<file path="src/rtl/ex_muldiv_unit.sv">
// ex_muldiv_unit: iterative MIPS multiply/divide unit writing the HI/LO pair.
//   MULT/MULTU use shift-add and DIV/DIVU use restoring shift-subtract on
//   operand magnitudes. STEP bits are retired per CALC cycle, and a sign fix
//   is applied in a single FIX cycle.
// Ports:
//   CLK, RST          clock (rising edge), synchronous active-high reset
//   flush             abort any in-flight op; start in the same cycle is dropped
//   start, op, opA/B  new request (op: 00 MULT, 01 MULTU, 10 DIV, 11 DIVU)
//   busy              high through CALC and FIX; pipeline stalls on it
//   done              one-cycle pulse when hi/lo/div_by_zero are updated
//   hi, lo            product high/low, or remainder/quotient
//   div_by_zero       divide had opB==0; cleared by the next accepted start
module ex_muldiv_unit #(
  parameter int unsigned WIDTH = 32,
  parameter int unsigned STEP  = 1
) (
  input  logic             CLK,
  input  logic             RST,
  input  logic             flush,
  input  logic             start,
  input  logic [1:0]       op,
  input  logic [WIDTH-1:0] opA,
  input  logic [WIDTH-1:0] opB,
  output logic             busy,
  output logic             done,
  output logic [WIDTH-1:0] hi,
  output logic [WIDTH-1:0] lo,
  output logic             div_by_zero
);

  localparam int unsigned N  = WIDTH / STEP;
  localparam int unsigned CW = $clog2(N + 1);
  localparam int unsigned AW = 2 * WIDTH + 1;

  if (!(STEP == 1 || STEP == 2 || STEP == 4) || (WIDTH % STEP) != 0) begin : g_bad_param
    $error("ex_muldiv_unit: STEP must be 1, 2 or 4 and divide WIDTH");
  end

  typedef enum logic [1:0] {S_IDLE, S_CALC, S_FIX, S_DONE} state_e;

  state_e           state_q, state_d;
  logic [CW-1:0]    cnt_q, cnt_d;
  logic [AW-1:0]    acc_q, acc_d;     // {upper W+1 bits, lower W bits}
  logic [WIDTH-1:0] opnd_q, opnd_d;   // multiplicand or divisor magnitude
  logic             is_div_q, is_div_d;
  logic             neg_a_q, neg_a_d;
  logic             neg_b_q, neg_b_d;
  logic             busy_q, busy_d;
  logic             done_q, done_d;
  logic [WIDTH-1:0] hi_q, hi_d;
  logic [WIDTH-1:0] lo_q, lo_d;
  logic             dbz_q, dbz_d;

  logic             signed_op_c;
  logic [WIDTH-1:0] mag_a_c, mag_b_c;

  // Scratch for the per-cycle iteration and the sign fix
  logic [AW-1:0]      acc_v;
  logic [WIDTH:0]     part_v;
  logic [2*WIDTH-1:0] prod_v;
  logic [WIDTH-1:0]   quo_v, rem_v;

  // Operand magnitudes; unsigned ops pass straight through
  assign signed_op_c = ~op[0];
  assign mag_a_c = (signed_op_c && opA[WIDTH-1]) ? -opA : opA;
  assign mag_b_c = (signed_op_c && opB[WIDTH-1]) ? -opB : opB;

  // Next-state and datapath
  always_comb begin
    state_d  = state_q;
    cnt_d    = cnt_q;
    acc_d    = acc_q;
    opnd_d   = opnd_q;
    is_div_d = is_div_q;
    neg_a_d  = neg_a_q;
    neg_b_d  = neg_b_q;
    hi_d     = hi_q;
    lo_d     = lo_q;
    dbz_d    = dbz_q;
    acc_v    = acc_q;
    part_v   = '0;
    prod_v   = acc_q[2*WIDTH-1:0];
    quo_v    = acc_q[WIDTH-1:0];
    rem_v    = acc_q[2*WIDTH-1:WIDTH];

    if (flush) begin
      state_d = S_IDLE;
    end else begin
      case (state_q)
        S_IDLE, S_DONE: begin
          state_d = S_IDLE;
          if (start) begin
            state_d  = S_CALC;
            cnt_d    = CW'(N);
            is_div_d = op[1];
            neg_a_d  = signed_op_c & opA[WIDTH-1];
            neg_b_d  = signed_op_c & opB[WIDTH-1];
            opnd_d   = op[1] ? mag_b_c : mag_a_c;
            // Divide shifts the dividend out of the low half; multiply shifts the multiplier
            acc_d    = {(WIDTH+1)'(0), (op[1] ? mag_a_c : mag_b_c)};
            dbz_d    = 1'b0;
          end
        end
        S_CALC: begin
          for (int unsigned i = 0; i < STEP; i++) begin
            if (is_div_q) begin
              // Remainder stays below the divisor, so the top bit is free to shift into
              acc_v = {acc_v[AW-2:0], 1'b0};
              if (acc_v[AW-1:WIDTH] >= {1'b0, opnd_q}) begin
                acc_v[AW-1:WIDTH] = acc_v[AW-1:WIDTH] - {1'b0, opnd_q};
                acc_v[0] = 1'b1;
              end
            end else begin
              part_v = acc_v[AW-1:WIDTH] + (acc_v[0] ? {1'b0, opnd_q} : (WIDTH+1)'(0));
              acc_v  = {1'b0, part_v, acc_v[WIDTH-1:1]};
            end
          end
          acc_d = acc_v;
          cnt_d = cnt_q - CW'(1);
          if (cnt_q == CW'(1)) state_d = S_FIX;
        end
        S_FIX: begin
          if (is_div_q) begin
            lo_d = (neg_a_q ^ neg_b_q) ? -quo_v : quo_v;
            // With a zero divisor the remainder ends up as |opA|, so this restores opA
            hi_d = neg_a_q ? -rem_v : rem_v;
            if (opnd_q == '0) begin
              lo_d  = '1;
              dbz_d = 1'b1;
            end
          end else begin
            if (neg_a_q ^ neg_b_q) prod_v = -prod_v;
            hi_d = prod_v[2*WIDTH-1:WIDTH];
            lo_d = prod_v[WIDTH-1:0];
          end
          state_d = S_DONE;
        end
        default: state_d = S_IDLE;
      endcase
    end

    busy_d = (state_d == S_CALC) || (state_d == S_FIX);
    done_d = (state_d == S_DONE);
  end

  // State and output registers
  always_ff @(posedge CLK) begin
    if (RST) begin
      state_q  <= S_IDLE;
      cnt_q    <= '0;
      acc_q    <= '0;
      opnd_q   <= '0;
      is_div_q <= 1'b0;
      neg_a_q  <= 1'b0;
      neg_b_q  <= 1'b0;
      busy_q   <= 1'b0;
      done_q   <= 1'b0;
      hi_q     <= '0;
      lo_q     <= '0;
      dbz_q    <= 1'b0;
    end else begin
      state_q  <= state_d;
      cnt_q    <= cnt_d;
      acc_q    <= acc_d;
      opnd_q   <= opnd_d;
      is_div_q <= is_div_d;
      neg_a_q  <= neg_a_d;
      neg_b_q  <= neg_b_d;
      busy_q   <= busy_d;
      done_q   <= done_d;
      hi_q     <= hi_d;
      lo_q     <= lo_d;
      dbz_q    <= dbz_d;
    end
  end

  assign busy        = busy_q;
  assign done        = done_q;
  assign hi          = hi_q;
  assign lo          = lo_q;
  assign div_by_zero = dbz_q;

endmodule

</file>
<file path="config.mk">
export PLATFORM = sky130hd
export DESIGN_NAME = ex_muldiv_unit
export DESIGN_NICKNAME = d
export VERILOG_FILES = /design/src/rtl/ex_muldiv_unit.sv
export SDC_FILE = /design/constraint.sdc
export NUM_CORES = 1
export LEC_CHECK = 0
export ABC_AREA = 1
export CORE_MARGIN = 2
export CORE_UTILIZATION = 45
export DETAILED_ROUTE_END_ITERATION = 16
export GPL_ROUTABILITY_DRIVEN = 0
export REMOVE_ABC_BUFFERS = 1
export SYNTH_ARGS = -nofsm -noshare
export SYNTH_HDL_FRONTEND = slang
export SYNTH_SLANG_ARGS = --single-unit
</file>
<file path="constraint.sdc">
create_clock -name CLK -period 3.7 [get_ports CLK]
set_input_delay 0.555 -clock CLK [delete_from_list [all_inputs] [get_ports CLK]]
set_output_delay 0.555 -clock CLK [all_outputs]
set_load 0.1 [all_outputs]
</file>
==> results.py, run 1 <==
metrics = {
    "run_status": {
        "status": "finished, final reports clean",
    },
    "power": {
        "p_clk_share_pct": 31.3,
        "pwr-share-seq_pct": 33.7,
        "intPower_mw": 3.49,
        "switching_power_mw": 2.49,
        "ir_drop_v": 0.000298,
        "total_power_mw": 5.98,
        "p_leak_nw": 10.2,
        "power_density_nw_per_um2": 292,
        "p_sw_share_pct": 41.6,
        "power_frac_comb_pct": 34.9,
    },
    "detailed_routing": {
        "num_vias": 21434,
        "drt_pass1_iterations": 7,
        "wl_per_cell_um": 19.2,
        "ant_nets": 0,
        "vias_per_cell": 5.61,
        "drt_iter0_drc": 2047,
        "drc": 0,
        "wl_um": 73200,
    },
    "floorplan": {
        "die_area_um2": 41600,
        "core_um2": 39600,
        "num_io_pins": 137,
        "die_w_um": 204,
        "die_h_um": 204,
        "start_util_pct": 45.4,
        "num_rows": 73,
    },
    "setup_path": {
        "startpoint_type": "register",
        "crit_fanout": 32,
        "cp.required_ns": 4.02,
        "worstSetupPathType": "reg2reg",
        "worst_ep_arrival_time_ns": 3.40,
        "crit_path_end_kind": "register",
    },
    "timing": {
        "fin_crit_ns": 3.08,
        "finalHoldViolCount": 0,
        "setup_tns_ns": 0,
        "tightest_slew_ns": 1.08,
        "slew_headroom_pct": 28.0,
        "clock.fmax_ghz": 0.325,
        "fin_crit_sh_pct": 83.2,
        "slew_violations": 0,
        "setup_viol": 0,
        "grt_setup_unrepaired": "no",
        "finClkSkew_ns": 0.0154,
    },
    "yosys": {
        "synth.distinct_cells": 53,
        "synth_commonest_cells": "nand2_1 (896), inv_1 (464), nor2_1 (347)",
        "synth_edf_count": 0,
        "async_reset_ff_share_pct": 0,
        "netlist_area_um2": 18000,
        "avgSynthCellArea_um2": 5.63,
        "yosysSeqAreaShare_pct": 19.5,
        "synth_area_leaders": "dfxtp_1 (19%), nand2_1 (19%), inv_1 (9.7%)",
        "synth_ff_type": "dfxtp_1",
        "synth_seq_cells": 175,
        "yosysWarnings": 0,
        "yosys.area.top_type_share_pct": 19.5,
        "synth.most_common_cell": "nand2_1",
        "synthCells": 3197,
        "synth_largest_area_cell": "dfxtp_1",
    },
    "clock_network": {
        "h-tree-depth": 4,
        "cts_buffer_depth": 2,
        "cts_resized": 0,
        "clock_sinks": 175,
        "clkLatencyLatePin_ns": 0.48,
        "cts_tree": "done",
        "numCtsBuffers": 17,
        "cts_hold_buffers": 0,
        "cts_setup_buffers": 0,
        "clk_pin_slew_worst_paths_ns": 0.08,
        "clockRootBuffer": "clkbuf_16",
    },
    "placement": {
        "hpwl_um": 57700,
        "io_buffers": 136,
        "placed_cell_area_um2": 19900,
    },
    "finish": {
        "drive_gt1_share_pct": 5.03,
        "multiInputGateArea_um2": 12200,
        "ff_latch_area_um2": 3500,
        "nFillCells": 4305,
        "fin_area_um2": 20500,
        "num_antenna_cells": 0,
        "syn2layout_area_growth_pct": 13.7,
        "nNetsFinal": 3430,
    },
    "job": {
        "maxCapViolCount": 0,
    },
    "grt": {
        "grt_pass1_wl_um": 110000,
        "antenna_found_initial": 0,
        "grt_pass1_vias": 19417,
        "grt_max_degree": 98,
        "grt.total_usage_pct": 34.3,
        "grt-ovfl-total": 0,
    },
    "min_path": {
        "hp-class": "reg2reg",
    },
}
-- worst paths after layout --
path                                 from         to  slack, ns  cells after the start
worst max-delay path            acc_q[46]  acc_q[47]       0.62                     14
worst min-delay path            acc_q[64]  acc_q[64]       0.48                      2
worst max register to register  acc_q[46]  acc_q[47]       0.62                     14
worst min register to register  acc_q[64]  acc_q[64]       0.48                      2
-- cell type report --
type	count	share of cell area (%)
Tap cell	525	3.21
Sequential cell	175	17.1
Inverter	487	8.95
Multi-Input combinational cell	2422	59.5
Timing Repair Buffer	182	8.38
Clock buffer	19	2.16
Clock inverter	13	0.697
-- layer usage --
metal	track usage (%)	vias to the layer above	routed length [µm]
li1	-	10467	-
met1	45.8	9785	31500
met2	53.1	990	31800
met3	5.40	192	6160
met4	18.1	0	3770
met5	0	-	0
-- state kept, by name, summed over array words and instances, names as in the netlist --
| register | count |
|---|---|
| done | 1 |
| busy | 1 |
| opnd_q | 32 |
| acc_q | 65 |
| neg_a_q | 1 |
| lo | 32 |
| cnt_q | 6 |
| div_by_zero | 1 |
| is_div_q | 1 |
| hi | 32 |
| state_q | 2 |
| neg_b_q | 1 |
-- cell usage in the layout, fill, tap and decap left out, types with 3 or more instances in the layout --
cell and n:
a211oi_1 3, a21oi_1 225, a21oi_2 5, a22oi_1 6
a31oi_1 35, and2_1 5, buf_4 45, clkbuf_16 17
clkdlybuf4s50_1 135, clkinv_1 4, clkinv_8 3, dfxtp_1 174
ha_1 73, inv_1 463, inv_2 19, inv_6 3
inv_8 4, nand2_1 896, nand2_2 13, nand2_4 3
nand3_1 254, nand3_2 5, nand3b_1 11, nand4_1 47
nor2_1 345, nor2_2 9, nor2_4 10, nor3_1 24
nor3_2 4, nor4_1 6, o211ai_1 34, o21ai_0 223
o21ai_1 19, o21bai_1 8, o221ai_1 10, o22ai_1 8
or2_2 10, xnor2_1 25, xor2_1 87
-- cells by family after synthesis --
logic type | count (synthesis) | synth area share (%)
adders and majority gates | 75 | 5.30
AOI/OAI and AO/OA | 585 | 17.8
DFF | 175 | 19.5
buffers and inverters | 600 | 13.0
xor gates and xnor gates | 112 | 5.45
and+or+nand+nor | 1650 | 39.0
-- power by group through the flow --
stage / registers [mW] / logic [mW] / clock network [mW]
final: 2.02 / 2.09 / 1.87
after global routing: 2.02 / 2.27 / 1.96
after CTS: 2.01 / 2.04 / 1.89
after detailed placement: 2.06 / 2.03 / 0
after global placement: 2.06 / 2.02 / 0
after floorplan: 2.05 / 1.31 / 0
-- worst max-delay path: stages, from the launching register on --
cell	delay (ns)
dfxtp_1	0.73
ha_1	0.31
nand2_1	0.12
nor2_2	0.24
nand2_1	0.08
nor2_1	0.27
nand2_1	0.15
nand2_2	0.13
nor2_8	0.07
nand2_8	0.21
inv_4	0.14
nand2_1	0.08
nand3_1	0.14
nand2_1	0.15
a21oi_1	0.06
-- through the flow --
step | setup WS [ns] | hold slack, ns | std cells | utilization (%)
after floorplan | -1.24 | 0.452 | 3084 | -
after global placement | 0.583 | 0.467 | 3791 | 50.1
after detailed placement | 0.586 | 0.474 | 3791 | 50.1
after CTS | 0.730 | 0.485 | 3823 | 51.6
after global routing | 0.366 | 0.519 | 3823 | 51.6
final | 0.621 | 0.481 | 3823 | 51.6
Note: power is estimated with default switching activity, not from simulation.
==> inputs of run 2 (changes only) <==
- PLACE_DENSITY: not set -> 0.67
- clock period: 3.7 -> 2.7 ns (I/O delays scaled with it)
==> run 2 against run 1 <==
Effect of this change: via count is 4.1% higher; combinational power is 51% higher; power is 42% higher; utilization is 2.2 points higher; maximum frequency is 21% higher; clock skew grew 0.0022 ns; register-to-register slack worse by 0.48 ns; global-route usage up 0.54 points; critical path type unchanged.
==> results.py, run 2 (synthesized netlist as in run 1, its figures left out) <==
metrics = {
    "run_status": {
        "status": "finished, final reports clean",
    },
    "finish": {
        "num_antenna_cells": 0,
        "largest_reg_flops": 65,
        "syn2layout_area_growth_pct": 18.6,
        "drive_gt1_share_pct": 10.7,
        "final_cell_mix": "nand2_1 (890), inv_1 (463), nor2_1 (342), nand3_1 (253), a21oi_1 (224)",
        "layout_commonest_cell": "nand2_1",
        "nNetsFinal": 3541,
        "fin_area_um2": 21300,
        "largest-register": "acc_q",
    },
    "clock_network": {
        "clk_pin_slew_worst_paths_ns": 0.08,
        "h-tree-depth": 4,
        "cts_hold_buffers": 0,
        "clockRootBuffer": "clkbuf_16",
        "cts_buffer_depth": 2,
        "cts_tree": "done",
        "clock_sinks": 175,
        "clkLatencyLatePin_ns": 0.48,
        "numCtsBuffers": 17,
        "cts_setup_buffers": 0,
    },
    "floorplan": {
        "core_um2": 39600,
        "num_io_pins": 137,
        "die_w_um": 204,
        "die_h_um": 204,
        "start_util_pct": 45.4,
        "num_rows": 73,
        "die_area_um2": 41600,
    },
    "setup_path": {
        "ff2ff_setup_slack_ns": 0.15,
        "worstSetupPathType": "reg2reg",
        "r2r-end": "acc_q[51]",
        "startpoint_type": "register",
        "crit_fanout": 10,
        "cp.required_ns": 3.09,
        "worst_ep_arrival_time_ns": 2.94,
        "timing.rr.start": "opnd_q[17]",
        "crit_path_end_kind": "register",
        "r2r.worst_path.cells": 15,
    },
    "timing": {
        "grt_setup_unrepaired": "no",
        "fin_crit_ns": 2.55,
        "fin_crit_sh_pct": 94.6,
        "finClkSkew_ns": 0.0176,
        "setup_viol": 0,
        "setup_ws_ns": 0.146,
        "tightest_slew_ns": 0.909,
        "slew_headroom_pct": 39.4,
        "finalHoldViolCount": 0,
        "clock.fmax_ghz": 0.391,
        "slew_violations": 0,
    },
    "detailed_routing": {
        "drt_pass1_iterations": 6,
        "num_vias": 22316,
        "wl_um": 73900,
        "wl_per_cell_um": 18.8,
        "drc": 0,
        "ant_nets": 0,
        "vias_per_cell": 5.67,
        "drt_iter0_drc": 2944,
    },
    "grt": {
        "met2_usage_pct": 53.3,
        "grt_pass1_vias": 20358,
        "grt.total_usage_pct": 34.8,
        "antenna_found_initial": 1,
        "grt-ovfl-total": 0,
        "met1_usage_pct": 46.1,
        "gr-max-usage-layer": "met2",
        "grt_pass1_wl_um": 113000,
        "gr-usage-met3_pct": 6.89,
        "grt_max_degree": 96,
    },
    "placement": {
        "pre_cts_ws_ns": -0.0303,
        "io_buffers": 136,
        "placed_cell_area_um2": 20600,
        "hpwl_um": 59500,
    },
    "power": {
        "p_sw_share_pct": 41.5,
        "switching_power_mw": 3.52,
        "p_leak_nw": 10.9,
        "power_density_nw_per_um2": 398,
        "total_power_mw": 8.49,
        "pwr-share-seq_pct": 32.6,
        "ir_drop_v": 0.000350,
        "power_frac_comb_pct": 37.1,
        "intPower_mw": 4.97,
        "p_clk_share_pct": 30.3,
    },
    "min_path": {
        "holdPathEnd": "acc_q[64]",
        "hold_start": "acc_q[64]",
        "hp-class": "reg2reg",
        "hold_depth": 2,
    },
    "job": {
        "maxCapViolCount": 0,
    },
}
run 2: cell types whose count changed in the layout (fill, tap and decap cells not counted), moves of 3 or more:
cell	before	now
nand2_2	13	19
nor2_1	345	342
dfxtp_1	174	169
clkdlybuf4s50_1	135	68
nor2_2	9	12
ha_1	73	70
nand2_1	896	890
ha_4	0	3
buf_4	45	213
buf_12	1	10
dfxtp_2	1	6
run 2: worst max-delay path: stages (launching register included):
cell and delay [ns]:
dfxtp_1 0.41, inv_1 0.11, ha_1 0.40, nand2_2 0.13
nor2_4 0.16, nand2_1 0.11, nor2_2 0.14, nand2_1 0.09
nand2_2 0.13, nor2_8 0.07, nand2_8 0.14, buf_4 0.15
nand3_1 0.08, nand3_1 0.08, nand2_1 0.08, a21oi_1 0.18
run 2: stage by stage:
step	instances	setup TNS [ns]	hold slack (ns)	utilization, %
2_1_floorplan	3084	-116.68	0.452	-
3_3_place_gp	3901	0	0.474	52.1
3_5_place_dp	3901	-0.0355	0.488	52.1
4_1_cts	3933	0	0.486	53.6
5_1_grt	3934	0	0.529	53.8
6_report	3934	0	0.497	53.8
run 2: final cells by class:
class | count | area, µm²
Fill cell | 4109 | 18300
Multi-Input combinational cell | 2423 | 12200
Sequential cell | 175 | 3510
Timing Repair Buffer | 292 | 2480
Inverter | 487 | 1830
Tap cell | 525 | 657
Clock buffer | 17 | 425
Clock inverter | 15 | 171
run 2: routing by layer:
| metal | up-vias | wire, µm |
|---|---|---|
| met5 | - | 13 |
| met2 | 1306 | 31300 |
| li1 | 10683 | - |
| met4 | 2 | 4250 |
| met3 | 236 | 8250 |
| met1 | 10089 | 30100 |
run 2: how the worst max path moves through the flow:
stage,from,to,cells after the start
after global placement,opA[2],acc_q[21],12
after detailed placement,opA[2],acc_q[21],12
after global routing,opnd_q[0],acc_q[60],18
after CTS,opnd_q[20],acc_q[62],15
final,opnd_q[17],acc_q[51],15
after floorplan,state_q[0],lo[26],11
run 2: repair_timing:
item | CTS | global route
endpoints found under the hold margin | 0 | 0
resized for setup | 0 | 22
setup endpoints to repair | 0 | 24
run 2: power groups by stage:
stage / sequential, mW / clock, mW / combinational [mW]
finish: 2.77 / 2.57 / 3.16
global route: 2.77 / 2.68 / 3.41
CTS: 2.76 / 2.60 / 3.02
detailed placement: 2.82 / 0 / 3.01
global placement: 2.81 / 0 / 2.99
floorplan: 2.82 / 0 / 1.79
==> inputs of run 3 (changes only) <==
- SKIP_LAST_GASP: not set -> 1
==> results of run 3 <==
No change in the layout: final DEF, timing and power equal those of run 2.
